**config.mk**
```make
export PLATFORM = sky130hd
export DESIGN_NAME = mem_copy_dma
export DESIGN_NICKNAME = d
export VERILOG_FILES = /design/src/rtl/mem_copy_dma.sv
export SDC_FILE = /design/constraint.sdc
export NUM_CORES = 1
export LEC_CHECK = 0
export BUFFER_PORTS_ARGS = -buffer_cell sky130_fd_sc_hd__buf_2
export CELL_PAD_IN_SITES_DETAIL_PLACEMENT = 1
export CELL_PAD_IN_SITES_GLOBAL_PLACEMENT = 1
export CORE_MARGIN = 5
export CORE_UTILIZATION = 30
export DETAILED_ROUTE_END_ITERATION = 8
export PLACE_DENSITY = 0.83
export SLEW_MARGIN = 20
export SYNTH_ARGS = -nofsm -noshare
export SYNTH_HDL_FRONTEND = slang
export SYNTH_SLANG_ARGS = --single-unit
```
**constraint.sdc**
```tcl
create_clock -name clk -period 2.8 [get_ports clk]
set_clock_uncertainty 0.15 [all_clocks]
set_input_delay 0.84 -clock clk [delete_from_list [all_inputs] [get_ports clk]]
set_output_delay 0.84 -clock clk [all_outputs]
set_load 0.005 [all_outputs]
```
**src/rtl/mem_copy_dma.sv**
```systemverilog
// Word-by-word memory copy engine driving a single shared memory port.
// Optional fill mode (constant write, no reads) is compiled in with DMA_FILL_EN.
module mem_copy_dma (
  input  logic        clk,
  input  logic        rst_n,
  input  logic        start,
  input  logic [15:0] src_addr,
  input  logic [15:0] dst_addr,
  input  logic [10:0] len,
  input  logic        fill,
  input  logic [31:0] fill_value,
  output logic [15:0] mem_raddr,
  output logic        mem_ren,
  input  logic [31:0] mem_rdata,
  output logic [15:0] mem_waddr,
  output logic [31:0] mem_wdata,
  output logic        mem_wen,
  output logic        busy,
  output logic        done,
  output logic [10:0] word_count
);

  typedef enum logic [1:0] {
    IDLE  = 2'd0,
    READ  = 2'd1,
    WRITE = 2'd2,
    DONE  = 2'd3
  } state_t;

  state_t      state, next_state;
  logic [9:0]  src_ptr, dst_ptr;
  logic [10:0] len_q;
  logic [10:0] len_clamped;
  logic        fill_q;
  logic        fill_sel;
  logic [31:0] fill_data;
  logic        last_word;
  logic        unused_bits;

  // Fill mode only exists when the feature is built in; otherwise those ports are dead.
`ifdef DMA_FILL_EN
  assign fill_sel    = fill;
  assign fill_data   = fill_value;
  assign unused_bits = ^{src_addr[15:10], dst_addr[15:10]};
`else
  assign fill_sel    = 1'b0;
  assign fill_data   = 32'd0;
  assign unused_bits = ^{fill, fill_value, src_addr[15:10], dst_addr[15:10]};
`endif

  assign len_clamped = (len > 11'd1024) ? 11'd1024 : len;
  assign last_word   = ((word_count + 11'd1) == len_q);

  always_ff @(posedge clk or negedge rst_n) begin
    if (!rst_n) begin
      state      <= IDLE;
      src_ptr    <= 10'd0;
      dst_ptr    <= 10'd0;
      len_q      <= 11'd0;
      fill_q     <= 1'b0;
      word_count <= 11'd0;
    end else begin
      state <= next_state;
      case (state)
        IDLE: begin
          if (start) begin
            src_ptr    <= src_addr[9:0];
            dst_ptr    <= dst_addr[9:0];
            len_q      <= len_clamped;
            fill_q     <= fill_sel;
            word_count <= 11'd0;
          end
        end
        WRITE: begin
          // 10-bit pointers wrap 1023 -> 0 naturally
          src_ptr    <= src_ptr + 10'd1;
          dst_ptr    <= dst_ptr + 10'd1;
          word_count <= word_count + 11'd1;
        end
        default: begin
        end
      endcase
    end
  end

  always_comb begin
    next_state = state;
    mem_raddr  = 16'd0;
    mem_ren    = 1'b0;
    mem_waddr  = 16'd0;
    mem_wdata  = 32'd0;
    mem_wen    = 1'b0;
    busy       = 1'b0;
    done       = 1'b0;
    case (state)
      IDLE: begin
        if (start) begin
          if (len_clamped == 11'd0) next_state = DONE;
          else if (fill_sel)        next_state = WRITE;
          else                      next_state = READ;
        end
      end
      READ: begin
        busy       = 1'b1;
        mem_ren    = 1'b1;
        mem_raddr  = {6'b0, src_ptr};
        next_state = WRITE;
      end
      WRITE: begin
        busy      = 1'b1;
        mem_wen   = 1'b1;
        mem_waddr = {6'b0, dst_ptr};
        mem_wdata = fill_q ? fill_data : mem_rdata;
        if (last_word)   next_state = DONE;
        else if (fill_q) next_state = WRITE;
        else             next_state = READ;
      end
      DONE: begin
        done       = 1'b1;
        next_state = IDLE;
      end
      default: next_state = IDLE;
    endcase
  end

endmodule

```
==> metrics.md, run 1 <==
| Metric | Value |
|---|---|
| Status | `complete, no violations` |
| DIE WIDTH | `111 µm` |
| Share of layout cells above drive strength 1 | `31.1%` |
| Crit share post-route | `93.3%` |
| Hold_buf cts | `0` |
| Delay-heaviest family, CP | `flip-flops` |
| Vias in the first global route | `3,205` |
| Post-Syn Area | `0.00308 mm²` |
| Tmin final | `2610 ps` |
| H-Tree Depth | `2` |
| 1st-iter DRT viols | `89` |
| Worst-Skew Late Latency | `310 ps` |
| Die height | `111 µm` |
| CP required | `1810 ps` |
| Die Area | `0.0124 mm²` |
| Clk pwr share | `13.8%` |
| Max IR drop VDD | `404 µV` |
| # setup viols final | `0` |
| WL met1 | `4290 µm` |
| Dpl hpwl | `7730 µm` |
| Reg area | `0.00110 mm²` |
| Most used DFF post-synth | `dfrtp_1` |
| Max FO, Critical Path | `30` |
| Via count | `3,093` |
| Synth warn | `0` |
| Placer Congestion | `0.781` |
| Critical Path AT | `1620 ps` |
| Synth top area share | `35.8%` |
| First-pass GRT wire length | `16,000 µm` |
| Max-Cap Viols | `0` |
| Filler instances | `1,254` |
| Pin count of the biggest net entering global routing | `31` |
| Max Freq | `0.383 GHz` |
| Kind of critical path | `register to output port` |
| Slew HR | `53.1%` |
| Worst path slowest cell | `dfrtp_1` |
| Area growth from synthesis to layout | `29.6%` |
| Met2 WL | `4950 µm` |
| Area leader, netlist | `dfrtp_1` |
| WP buf/inv | `3` |
| Core footprint | `0.0101 mm²` |
| Inserted Clock Buffers | `5` |
| RSZ-0062 raised after global routing | `no` |
| Post-synth EDFFs | `0` |
| Syn Area/Cell | `8.05 µm²` |
| TritonCTS clock tree | `done` |
| GRT Overall Usage | `15.3%` |
| Setup crit end kind | `output port` |
| Area of the multi-input gates | `0.00181 mm²` |
| CTS root buffer | `clkbuf_8` |
| Met3 Wirelength | `459 µm` |
| Cells after Synth | `382` |
| PwrDens | `919 mW/mm²` |
| Synthesis-stage register bit count | `44` |
| Top Metal Used | `met4` |
| WL per Instance | `15.1 µm` |
| Clk sinks | `44` |
| Post-route setup TNS | `0 ps` |
| Max clock buf depth | `2` |
| Crit-path cells | `inv_1, ha_4, buf_12, and2_1, buf_2` |
| Comb power frac | `54.0%` |
| Drc violations | `0` |
| Non-filler cells, final | `644` |
| Switch share | `43.8%` |
| Reg clk slew, reported paths | `90 ps` |
| Part of the Yosys area used for sequential elements | `35.8%` |
| Leakage | `1.97 nW` |
| Post-Place Cells | `636` |
| Async SR Flop Fraction | `100%` |
| Layout Nets | `625` |
| Initial antenna violation count | `0` |
| Hold Crit Class | `register to register` |
| Top cells by area, synth | `dfrtp_1 (36%), and2_1 (11%), o21ai_0 (5.5%)` |
| Internal cell power | `0.00206 W` |
| Final count of hold timing violations | `0` |
| WL final | `9740 µm` |
| I/O pins | `190` |
| Post-DR vias/cell | `4.80` |
| Rows | `37` |
| Total gr overflow | `0` |
| Slew Limit Fails | `0` |
| I/O Buffers | `132` |
| Flop pwr share | `32.1%` |
| TritonRoute pass-1 iters | `4` |
| Final ANT Viol Nets | `0` |
| Antenna cells | `0` |
| Initial core utilization | `30.3%` |
| Critical Path Start Type | `register` |
| CP max stage delay | `430 ps` |
| Synth unique cells | `48` |
| Tightest Pin Transition | `704 ps` |
| Switching power | `0.00160 W` |
## per-stage QoR
step	instance area [µm²]	total power, W	setup WS [ps]	hold slack, ps	util, %
after global placement	3860	0.00309	433	327	38.1
final	3990	0.00366	189	357	39.3
after global routing	3990	0.00402	80.8	384	39.3
after detailed placement	3860	0.00319	380	346	38.1
after CTS	3980	0.00371	37.2	361	39.2
after floorplan	3120	0.00239	374	295	-
## repair_timing
action / CTS / global route
endpoints found under the hold margin: 0 / 0
setup buffers: 0 / 0
resized for setup: 0 / 1
endpoints found under the setup margin: 0 / 34
## power by group through the flow
stage | clock network [W] | registers, W | logic [W]
2_1_floorplan | 0 | 0.00107 | 0.00131
3_3_place_gp | 0 | 0.00117 | 0.00192
3_5_place_dp | 0 | 0.00119 | 0.00199
4_1_cts | 0.000525 | 0.00118 | 0.00200
5_1_grt | 0.000546 | 0.00123 | 0.00224
6_report | 0.000507 | 0.00118 | 0.00198
## cells by family after synthesis
kind of cell	Yosys count	synth area share, %
AO/OA/AOI/OAI	97	18.2
adder cells (fa/ha/maj)	7	2.85
AND/OR/NAND/NOR	170	29.6
multiplexers	7	2.32
flip-flops	44	35.8
other	1	0.122
buffers and inverters	43	7.16
XOR/XNOR	13	3.95
## routing by layer
layer  vias up  global-route usage, %
li1       1538                      -
met1      1478                   19.4
met2        70                   27.2
met3         7                   3.28
met4         0                   2.27
met5         -                      0
## layout make-up
type,count,share of cell area (%)
multi-input combinational,306,45.4
timing repair buffer,143,19.3
clock inverter,3,1.07
sequential,44,27.6
tap,136,4.27
clock buffer,5,1.73
inverter,7,0.659
## worst paths after layout
path,from,to,slack (ps),depth (start not counted)
hold reg to reg,dst_ptr[8]$_DFFE_PN0P_,dst_ptr[8]$_DFFE_PN0P_,360,1
max in group asynchronous,rst_n,dst_ptr[8]$_DFFE_PN0P_,1440,2
setup reg to reg,state[0]$_DFFE_PN0P_,src_ptr[2]$_DFFE_PN0P_,540,7
setup / recovery,state[0]$_DFFE_PN0P_,mem_wdata[0],190,5
hold / removal,dst_ptr[8]$_DFFE_PN0P_,dst_ptr[8]$_DFFE_PN0P_,360,1
min in group asynchronous,rst_n,word_count[5]$_DFFE_PN0P_,420,1
## worst register-to-register path, delay by kind of cell (launching register included)
kind | cells | cell delay [ps]
and+or+nand+nor | 3 | 930
adders and majority gates | 1 | 280
AOI/OAI and AO/OA | 2 | 280
buffers and inverters | 1 | 110
DFF | 1 | 420
## sequential cells by signal (all words and copies together), names as in the netlist
name,cells
len_q,11
word_count,11
dst_ptr,10
src_ptr,10
state,2
## cell usage after synthesis (3+ instances only)
| master | instances |
|---|---|
| a21oi_1 | 26 |
| a31oi_1 | 4 |
| and2_1 | 54 |
| and3_1 | 5 |
| buf_2 | 3 |
| buf_4 | 12 |
| clkbuf_1 | 16 |
| dfrtp_1 | 44 |
| ha_1 | 7 |
| inv_1 | 6 |
| mux2i_1 | 6 |
| nand2_1 | 43 |
| nand2b_1 | 13 |
| nand3_1 | 20 |
| nand4_1 | 3 |
| nor2_1 | 16 |
| o21ai_0 | 34 |
| o22ai_1 | 16 |
| o31ai_1 | 6 |
| xnor2_1 | 8 |
| xor2_1 | 4 |
## placed cells by master, fill, tap and decap left out, drive strengths merged, types with 2 or more instances in the layout
| cell type | n |
|---|---|
| nand2b | 13 |
| o22ai | 16 |
| nand4 | 3 |
| a21oi | 26 |
| xor2 | 5 |
| mux2i | 6 |
| xnor2 | 8 |
| clkinv | 2 |
| and2 | 54 |
| a31oi | 4 |
| conb | 12 |
| and4 | 2 |
| o211ai | 2 |
| nor2 | 16 |
| o31ai | 6 |
| nor3 | 2 |
| nand2 | 43 |
| a22o | 2 |
| and3 | 5 |
| dfrtp | 44 |
| buf | 143 |
| nor4 | 3 |
| ha | 7 |
| o21ai | 34 |
| o21a | 2 |
| or4 | 2 |
| or3 | 2 |
| clkbuf | 5 |
| nand3 | 21 |
| a31o | 2 |
| inv | 6 |
No activity file was read; power rests on OpenSTA's default activity.
==> run 2: changes to the inputs <==
Settings changed: BUFFER_PORTS_ARGS -buffer_cell sky130_fd_sc_hd__buf_2 to -buffer_cell sky130_fd_sc_hd__buf_4.
==> run 2 against run 1 <==
Against the previous run:
- setup slack worse by 11 ps
- first-iteration DRC count is 57% higher
- critical path depth did not move
- sequential power hardly changed
- largest power group unchanged
==> metrics.md, run 2 (synthesis gave the netlist of run 1 again) <==
| Metric | Value |
|---|---|
| Crit-path cells | `inv_1, ha_4, buf_6, and2_1, buf_4 (was inv_1, ha_4, buf_12, and2_1, buf_2)` |
| Worst-Skew Late Latency | `300 ps (was 310 ps)` |
| Initial antenna violation count | `0 (unchanged)` |
| 1st-iter DRT viols | `140 (was 89)` |
| Dpl hpwl | `7980 µm (was 7730 µm)` |
| TritonCTS clock tree | `done (unchanged)` |
| WL final | `10,200 µm (was 9740 µm)` |
| RR Startpoint | `state[0]$_DFFE_PN0P_ (unchanged)` |
| WL per Instance | `15.8 µm (was 15.1 µm)` |
| Area growth from synthesis to layout | `38.7% (was 29.6%)` |
| Drc violations | `0 (unchanged)` |
| Inserted Clock Buffers | `5 (unchanged)` |
| Total gr overflow | `0 (unchanged)` |
| Placer Congestion | `0.788 (was 0.781)` |
| RSZ-0062 raised after global routing | `no (unchanged)` |
| Critical Path AT | `1630 ps (was 1620 ps)` |
| # setup viols final | `0 (unchanged)` |
| Max FO, Critical Path | `30 (unchanged)` |
| Top Metal Used | `met4 (unchanged)` |
| Kind of critical path | `register to output port (unchanged)` |
| Initial core utilization | `30.3% (unchanged)` |
| H-Tree Depth | `2 (unchanged)` |
| Tightest Pin Transition | `603 ps (was 704 ps)` |
| Setup crit end kind | `output port (unchanged)` |
| Rows | `37 (unchanged)` |
| Tmin final | `2620 ps (was 2610 ps)` |
| PwrDens | `882 mW/mm² (was 919 mW/mm²)` |
| Leakage | `2.01 nW (was 1.97 nW)` |
| Clk sinks | `44 (unchanged)` |
| Filler instances | `1,262 (was 1,254)` |
| Max-Cap Viols | `0 (unchanged)` |
| TritonRoute pass-1 iters | `4 (unchanged)` |
| Crit share post-route | `93.7% (was 93.3%)` |
| Die height | `111 µm (unchanged)` |
| Hold_sp | `dst_ptr[9]$_DFFE_PN0P_ (was dst_ptr[8]$_DFFE_PN0P_)` |
| Final count of hold timing violations | `0 (unchanged)` |
| Post-Place Cells | `635 (was 636)` |
| Post-DR vias/cell | `4.91 (was 4.80)` |
| Slew Limit Fails | `0 (unchanged)` |
| Flop-to-flop setup slack | `570 ps (was 540 ps)` |
| Layout Nets | `624 (was 625)` |
| DIE WIDTH | `111 µm (unchanged)` |
| First-pass GRT wire length | `16,600 µm (was 16,000 µm)` |
| Hold Crit Class | `register to register (unchanged)` |
| Reg clk slew, reported paths | `90 ps (about the same)` |
| Post-CTS Setup Repair Bufs | `0 (unchanged)` |
| Met3 Wirelength | `465 µm (was 459 µm)` |
| Post-route setup TNS | `0 ps (unchanged)` |
| Via count | `3,154 (was 3,093)` |
| CP required | `1810 ps (about the same)` |
| Critical Path Start Type | `register (unchanged)` |
| Vias in the first global route | `3,338 (was 3,205)` |
| Non-filler cells, final | `643 (was 644)` |
| Met2 WL | `5230 µm (was 4950 µm)` |
| Most frequent cells in the layout | `buf_4 (141), and2_1 (54), dfrtp_1 (44) (was buf_2 (132), and2_1 (54), dfrtp_1 (44))` |
| Largest registers | `len_q: 11 flops, word_count: 11 flops (unchanged)` |
| Max clock buf depth | `2 (unchanged)` |
| CTS root buffer | `clkbuf_8 (unchanged)` |
| GRT Overall Usage | `15.9% (was 15.3%)` |
| Worst path slowest cell | `dfrtp_1 (unchanged)` |
| Die Area | `0.0124 mm² (unchanged)` |
| Max Freq | `0.381 GHz (was 0.383 GHz)` |
| Final ANT Viol Nets | `0 (unchanged)` |
| Pin count of the biggest net entering global routing | `45 (was 31)` |
| CP max stage delay | `440 ps (was 430 ps)` |
| WL met1 | `4330 µm (was 4290 µm)` |
| I/O pins | `190 (unchanged)` |
| Antenna cells | `0 (unchanged)` |
| Slew HR | `59.8% (was 53.1%)` |
| Status | `complete, no violations (unchanged)` |
| Core footprint | `0.0101 mm² (unchanged)` |
| Leading cell type in the layout, fill and taps excluded | `buf_4 (was buf_2)` |
| I/O Buffers | `132 (unchanged)` |
| Max IR drop VDD | `316 µV (was 404 µV)` |
| Crit path launch | `state[0]$_DFFE_PN0P_ (unchanged)` |
| Share of layout cells above drive strength 1 | `30.6% (was 31.1%)` |
==> run 2: critical path: cells and delay by family (launching register included) <==
kind                       cells  cell delay [ps]
adders and majority gates      1              260
buffers and inverters          3              460
and+or+nand+nor                1              160
DFF                            1              440
==> run 2: cell type report <==
type | instances | area (µm²) | area share, %
well taps | 136 | 170 | 3.99
multi-input cells | 306 | 1810 | 42.4
inverters | 7 | 26.3 | 0.616
clock buffers | 8 | 90.1 | 2.11
flip-flops and latches | 44 | 1100 | 25.8
repair buffers | 142 | 1070 | 25.1
==> run 2: final timing paths <==
check | endpoint | cells past startpoint
max in group asynchronous | src_ptr[0]$_DFFE_PN0P_ | 1
min in group asynchronous | len_q[6]$_DFFE_PN0P_ | 1
worst min-delay path | dst_ptr[9]$_DFFE_PN0P_ | 1
worst max register to register | state[1]$_DFFE_PN0P_ | 6
worst min register to register | dst_ptr[9]$_DFFE_PN0P_ | 1
worst max-delay path | mem_wdata[18] | 5
==> run 2: timing repair <==
action | CTS | global route
setup endpoints to repair | 29 | 29
resized for setup | 1 | 1
hold buffers | 0 | 0
==> run 2: power breakdown <==
| group | switching, W | total (W) | leakage [nW] | internal [W] |
|---|---|---|---|---|
| Sequential | 0.000310 | 0.00119 | 0.550 | 0.000877 |
| Clock | 0.000226 | 0.000428 | 0.0455 | 0.000202 |
| Combinational | 0.00109 | 0.00215 | 1.42 | 0.00106 |
==> run 2: metrics by stage <==
stage	setup WS (ps)	util (%)	hold slack [ps]	total power (W)	area, µm²
finish	177	42.1	327	0.00376	4270
global placement	395	41.0	323	0.00324	4160
detailed placement	322	41.0	318	0.00336	4160
CTS	74.6	42.0	335	0.00382	4260
floorplan	374	-	295	0.00239	3120
global route	38.9	42.1	360	0.00411	4270
==> run 2: routing by layer <==
metal  global-route usage (%)  vias to the layer above
met4                     3.73                        0
met5                        0                        -
met2                     28.3                       84
met1                     19.8                     1515
li1                         -                     1540
met3                     3.22                       15
